[src/rtl/npu_matrix_ram_writer.sv]
// Write-back engine: snapshots an N x N signed result matrix on start and streams it
// row-major into data RAM over a single-port write bus with ready backpressure.
module npu_matrix_ram_writer #(
   parameter int N      = 10,
   parameter int DATA_W = 16,
   parameter int ADDR_W = 16
) (
   input  logic                                    clk,
   input  logic                                    rst,
   input  logic                                    start,
   input  logic [ADDR_W-1:0]                       base_addr,
   input  logic signed [N-1:0][N-1:0][DATA_W-1:0]  in_matrix,
   output logic [ADDR_W-1:0]                       mem_addr,
   output logic [DATA_W-1:0]                       mem_wdata,
   output logic                                    mem_we,
   input  logic                                    mem_ready,
   output logic                                    busy,
   output logic                                    done
);

   localparam int RC_W = (N > 1) ? $clog2(N) : 1;
   localparam logic [RC_W-1:0] LAST_IDX = RC_W'(N - 1);

   typedef enum logic [1:0] {
      ST_IDLE  = 2'd0,
      ST_WRITE = 2'd1,
      ST_DONE  = 2'd2
   } state_t;

   state_t                          state_r, state_s;
   logic [RC_W-1:0]                 row_r, row_s;
   logic [RC_W-1:0]                 col_r, col_s;
   logic [ADDR_W-1:0]               addr_s;
   logic [DATA_W-1:0]               wdata_s;
   logic                            we_s;
   logic                            busy_s;
   logic                            done_s;
   logic                            snap_load_s;
   logic [N-1:0][N-1:0][DATA_W-1:0] snap_r;

   // Next-state and next-output logic; the address advances by one per accepted beat,
   // which equals base + row*N + col modulo 2^ADDR_W without a multiplier.
   always_comb begin
      state_s     = state_r;
      row_s       = row_r;
      col_s       = col_r;
      addr_s      = mem_addr;
      wdata_s     = mem_wdata;
      we_s        = mem_we;
      busy_s      = busy;
      done_s      = 1'b0;
      snap_load_s = 1'b0;
      case (state_r)
         ST_IDLE: begin
            if (start) begin
               snap_load_s = 1'b1;
               row_s       = {RC_W{1'b0}};
               col_s       = {RC_W{1'b0}};
               addr_s      = base_addr;
               wdata_s     = in_matrix[0][0];
               we_s        = 1'b1;
               busy_s      = 1'b1;
               state_s     = ST_WRITE;
            end else begin
               we_s   = 1'b0;
               busy_s = 1'b0;
            end
         end
         ST_WRITE: begin
            if (mem_we && mem_ready) begin
               if (col_r != LAST_IDX) begin
                  col_s   = col_r + RC_W'(1);
                  addr_s  = mem_addr + ADDR_W'(1);
                  wdata_s = snap_r[row_r][col_s];
               end else if (row_r != LAST_IDX) begin
                  col_s   = {RC_W{1'b0}};
                  row_s   = row_r + RC_W'(1);
                  addr_s  = mem_addr + ADDR_W'(1);
                  wdata_s = snap_r[row_s][col_s];
               end else begin
                  we_s    = 1'b0;
                  done_s  = 1'b1;
                  state_s = ST_DONE;
               end
            end else begin
               state_s = ST_WRITE;
            end
         end
         ST_DONE: begin
            busy_s  = 1'b0;
            state_s = ST_IDLE;
         end
         default: begin
            we_s    = 1'b0;
            busy_s  = 1'b0;
            state_s = ST_IDLE;
         end
      endcase
   end

   // State and registered bus outputs; reset abandons any write in flight.
   always_ff @(posedge clk or posedge rst) begin
      if (rst) begin
         state_r   <= ST_IDLE;
         row_r     <= {RC_W{1'b0}};
         col_r     <= {RC_W{1'b0}};
         mem_addr  <= {ADDR_W{1'b0}};
         mem_wdata <= {DATA_W{1'b0}};
         mem_we    <= 1'b0;
         busy      <= 1'b0;
         done      <= 1'b0;
      end else begin
         state_r   <= state_s;
         row_r     <= row_s;
         col_r     <= col_s;
         mem_addr  <= addr_s;
         mem_wdata <= wdata_s;
         mem_we    <= we_s;
         busy      <= busy_s;
         done      <= done_s;
      end
   end

   // Matrix snapshot taken with an accepted start; contents are don't-care after reset.
   always_ff @(posedge clk) begin
      if (snap_load_s) begin
         snap_r <= in_matrix;
      end
   end

endmodule

[config.mk]
export PLATFORM = sky130hd
export DESIGN_NAME = npu_matrix_ram_writer
export DESIGN_NICKNAME = d
export VERILOG_FILES = /design/src/rtl/npu_matrix_ram_writer.sv
export SDC_FILE = /design/constraint.sdc
export NUM_CORES = 2
export LEC_CHECK = 0
export CAP_MARGIN = 20
export CORE_AREA = 2 2 643 645
export CTS_BUF_LIST = sky130_fd_sc_hd__clkbuf_16
export DETAILED_ROUTE_END_ITERATION = 8
export DIE_AREA = 0 0 645 647
export DONT_BUFFER_PORTS = 1
export GPL_TIMING_DRIVEN = 0
export SYNTH_ARGS = -nofsm -noshare
export SYNTH_HDL_FRONTEND = slang
export SYNTH_SLANG_ARGS = --single-unit
[constraint.sdc]
create_clock -name clk -period 74.7 [get_ports clk]
set_clock_uncertainty 0.1 [all_clocks]
set_input_delay 7.47 -clock clk [delete_from_list [all_inputs] [get_ports clk]]
set_output_delay 7.47 -clock clk [all_outputs]
set_load 0.02 [all_outputs]
After elaboration in Yosys (flattened, before gate mapping). Cells that the tools add are included. W data, S select, Z words.

Flip-flop bits (word level): 1645. Output and inout port bits: 35. Word-level logic and storage cells: 175. Bits of input ports: 1620.

Equality and inequality tests: 12. $lt $le $gt $ge: 3. $add $sub $neg: 3. Reduce and logical (&&, ||, !) cells: 7. Bitwise logic cells: 1. Mux-type cells: 41.

Operators by type and width (number): $bmux W160 S4 (2); $mux W16 (10); $mux W160 (1); $bmux W16 S4 (1); $pmux W16 S2 (2); $mux W4 (7); $add A16 B1 Y16 const B (1); $pmux W4 S2 (2); $lt A4 B5 Y1 const B (3); $ne A2 B2 Y1 const B (5); $mux W1 (9); $ne A3 B3 Y1 const B (3); $add A4 B1 Y4 const B (2); $mux W2 (4); $ne A4 B4 Y1 const B (2); $reduce_and A4 Y1 (2); $reduce_and A5 Y1 (1); $pmux W2 S2 (1); $pmux W1 S3 (1); $reduce_and A3 Y1 (1); $eq A2 B1 Y1 const B (1); $eq A2 B2 Y1 const B (1); $logic_not A2 Y1 (1); $pmux W1 S2 (1); other kinds (3) (3).

Depth between registers and ports, before layout.
Depth in word-level cells: 7. Depth in mapped cells: 15. Depth with buffers taken out: 8.

Worst setup path before layout. OpenSTA, ideal clock, no wires.

Path kind: input-to-reg. From: input start. To: register snap_r[0] (netlist name) (enable). Slack: 33806 ps. Setup time: 1919 ps. Arrival time: 38875 ps. Cell stages on the path: 5. Buffers on the path: 2. Path through: nand2b_1 > or2_2 > clkbuf_1 > clkbuf_1 > inv_1.

Longest elaborated chain between the ends: 2.

Ends and longest elaborated chain: from (decl) (line 10) `input logic start,`; $mux W1 (line 55) `if (start) begin`; $mux W1 (line 53) `case (state_r)`; to (signal assigned) (line 127) `snap_r <= in_matrix;`; to (decl) (line 39) `logic [N-1:0][N-1:0][DATA_W-1:0] snap_r;`.

Every way passes these cells. A chain may end at the register's enable or synchronous reset.

Worst setup path after layout.
From: input start. To: register snap_r[933] (netlist name) (enable).

The elaborated chain is that of the path after synthesis.

==> summary.md <==
| Metric | Value |
|---|---|
| Depth of the worst hold-timing path | `1` |
| FF-to-FF path depth | `14` |
| Final worst path period need | `10.70 ns` |
| Overall routing resource usage | `0.220` |
| Cts hold-fix bufs | `0` |
| Vias per cell | `4.31` |
| R2R Path Start | `row_r[1]$_DFFE_PP0P_` |
| Latest clock arrival within the worst-skew pair | `around 0.95 ns` |
| Post-route ant nets | `0` |
| Relative slew slack | `0.0774` |
| Die area | `about 420000 um2` |
| CP Launch Point | `start` |
| Initial core utilization | `0.160` |
| First-pass GRT wire length | `559 mm` |
| FF-to-FF End | `mem_wdata[11]$_DFFE_PP0P_` |
| Post-synth EDFFs | `1600` |
| Die Y-Extent | `approximately 650 um` |
| Measured slew at the worst slew-check pin | `about 1.3 ns` |
| Post-CTS sizing | `0` |
| DRT iter0 DRCs | `between 6000 and 7000` |
| Synth Register Bits | `approximately 1600` |
| Grt total ovfl | `0` |
| Final Hold Fails | `0` |
| Share of layout cells above drive strength 1 | `0.237` |
| Outcome | `completed` |
| Class of the worst hold path | `reg -> reg` |
| Routed via count | `40861` |
| Synth Flop Type | `edfxtp_1` |
| Critical Path Sink | `snap_r[933]$_DFFE_PP_` |
| H-tree levels | `4` |
| Critical Path End Type | `register` |
| Pre-Repair DR Iteration Count | `5` |
| Wire per inst | `slightly above 50 um` |
| Fmax achieved | `between 90 and 100 MHz` |
| Critical path required time | `75.10 ns` |
| Internal reg-to-reg setup slack | `68.91 ns` |
| I/O pins | `between 1500 and 2000` |
| Ys Warns | `0` |
| Bufs on Longest Clock Path | `4` |
| Most frequent cells in the layout | `edfxtp_1, mux2i_1, mux4_2` |
| Clock slew seen by the registers of the worst setup and hold paths | `approximately 0.070 ns` |
| Post-synthesis area per instance | `around 20 um2` |
| RSZ-0062 raised after global routing | `false` |
| Sink Count | `roughly 1600` |
| Startpoint Class | `input port` |
| Pins Over Slew Limit | `0` |
| Final WL | `about 480 mm` |
| Commonest non-fill, non-tap cell in the layout | `edfxtp_1` |
| Vias in the first global route | `38203` |
| Overall power | `approximately 3.0 mW` |
| PortBufs | `0` |
| Syn Inst Count | `3290` |
| Design Area, Final | `roughly 82000 um2` |
| GP Congestion | `between 0.9 and 1` |
| Final setup viols | `0` |
| Post-CTS setup buffer count | `0` |
| Period utilization | `0.143` |
| Synth cell types | `65` |
| Chip Width | `approximately 650 um` |
| Hpwl dp | `slightly below 400 mm` |
| Peak supply drop | `~0.000025 V` |
| CTS tree | `built` |
| Net Count, Synth | `approximately 4900` |
| Core area | `411000 um2` |
| Synth Cell Area | `65900 um2` |
| PwrDens | `around 37 nW/um2` |
| Final #Nets | `5198` |
| Post-synthesis sequential area ratio | `0.747` |
| DP Area | `roughly 74000 um2` |
| Data arrival, critical path | `approximately 11 ns` |
| # rows | `236` |
| Initial antenna violation count | `510` |
| CP Class | `in -> reg` |
| Fin Setup TNS | `0 ns` |
| Fraction of registers with async set/reset | `0.0274` |
| Max Cap Violations | `0` |
| TritonCTS buffer count | `204` |
| Crit-path max FO | `142` |
| Largest net degree at the start of global routing | `150` |
| Root buf cell | `clkbuf_16` |
| Drt drc | `0` |
| Area growth syn-to-layout | `24.1%` |
| Static leakage | `23.6 nW` |
==> worst max-delay path, cell delays in order <==
cell	delay, ns
nand2b_1	0.09
or2_2	0.31
clkbuf_1	0.20
clkbuf_1	0.40
inv_8	0.66
buf_16	0.53
buf_16	0.45
buf_16	0.50
==> registers in the layout, indices dropped and copies added (netlist names) <==
name and flops:
mem_wdata 16, mem_we 1, col_r 4, done 1, busy 1, mem_addr 16, row_r 4, state_r 2
snap_r 1600
==> cells in the mapped netlist (20+ instances only) <==
cell       number  area (um2)
edfxtp_1     1600       48000
mux2i_1       354        3540
mux4_2        262        5900
o21ai_0        86         430
a21oi_1        71         355
nand2_1        70         263
clkbuf_1       69         259
a221o_1        51         510
buf_2          50         250
o2111ai_1      49         429
dfrtp_1        45        1130
o22ai_1        44         275
a221oi_1       41         359
a22oi_1        40         300
buf_6          40         450
a31oi_1        38         238
buf_4          28         210
nor2_1         27         101
o221ai_1       26         228
a211oi_1       20         150
==> power breakdown <==
part | internal, mW | switching, mW | total, mW
clock | 0.577 | 0.457 | 1.03
sequential | 1.06 | 0.0658 | 1.13
combinational | 0.240 | 0.593 | 0.833
total | 1.88 | 1.12 | 2.99
==> how the worst min path moves through the flow <==
stage / start / end / slack [ns]
floorplan: state_r[0]$_DFFE_PP0P_ / mem_we$_DFFE_PP0P_ / 0.37
global placement: state_r[0]$_DFFE_PP0P_ / mem_we$_DFFE_PP0P_ / 0.40
detailed placement: state_r[0]$_DFFE_PP0P_ / mem_we$_DFFE_PP0P_ / 0.41
CTS: state_r[0]$_DFFE_PP0P_ / mem_we$_DFFE_PP0P_ / 0.42
global route: state_r[0]$_DFFE_PP0P_ / mem_we$_DFFE_PP0P_ / 0.45
finish: state_r[0]$_DFFE_PP0P_ / mem_we$_DFFE_PP0P_ / 0.43
==> cell type report <==
| class | instances | area [um2] |
|---|---|---|
| Antenna cell | 273 | 683 |
| Buffer | 220 | 1670 |
| Clock buffer | 205 | 5130 |
| Clock inverter | 170 | 1690 |
| Fill cell | 43513 | 329000 |
| Inverter | 14 | 62.6 |
| Multi-Input combinational cell | 1411 | 15200 |
| Sequential cell | 1645 | 49200 |
| Tap cell | 5474 | 6850 |
| Timing Repair Buffer | 77 | 1310 |
==> kinds of logic (layout without fill, tap and decap cells) <==
group | count (synthesis) | after routing | synth area share
AOI/OAI and AO/OA | 556 | 556 | 0.0608
xor gates and xnor gates | 3 | 3 | 0.000399
adders and majority gates | 5 | 5 | 0.000950
buffers and inverters | 234 | 686 | 0.0257
DFF | 1645 | 1645 | 0.747
muxes | 642 | 642 | 0.150
other | 0 | 273 | 0
and+or+nand+nor | 205 | 205 | 0.0156
==> per-layer routing <==
layer  vias up  global-route usage  wire length (um)
met5         -                   0              1350
met1     21259               0.248            172000
met2      3467               0.371            233000
met4       194              0.0961             22200
met3      1088              0.0821             48800
li1      14853                   -                 -
==> through the flow <==
stage               worst slack [ns]  hold slack, ns  utilization  instances
finish                         64.00           0.427        0.199       9489
global route                   63.83           0.451        0.198       9321
CTS                            64.03           0.415        0.197       9215
detailed placement             63.02           0.408        0.181       8840
global placement               19.16           0.398        0.177       8764
floorplan                      33.81           0.372            -       3290
No activity file was read; power rests on OpenSTA's default activity.
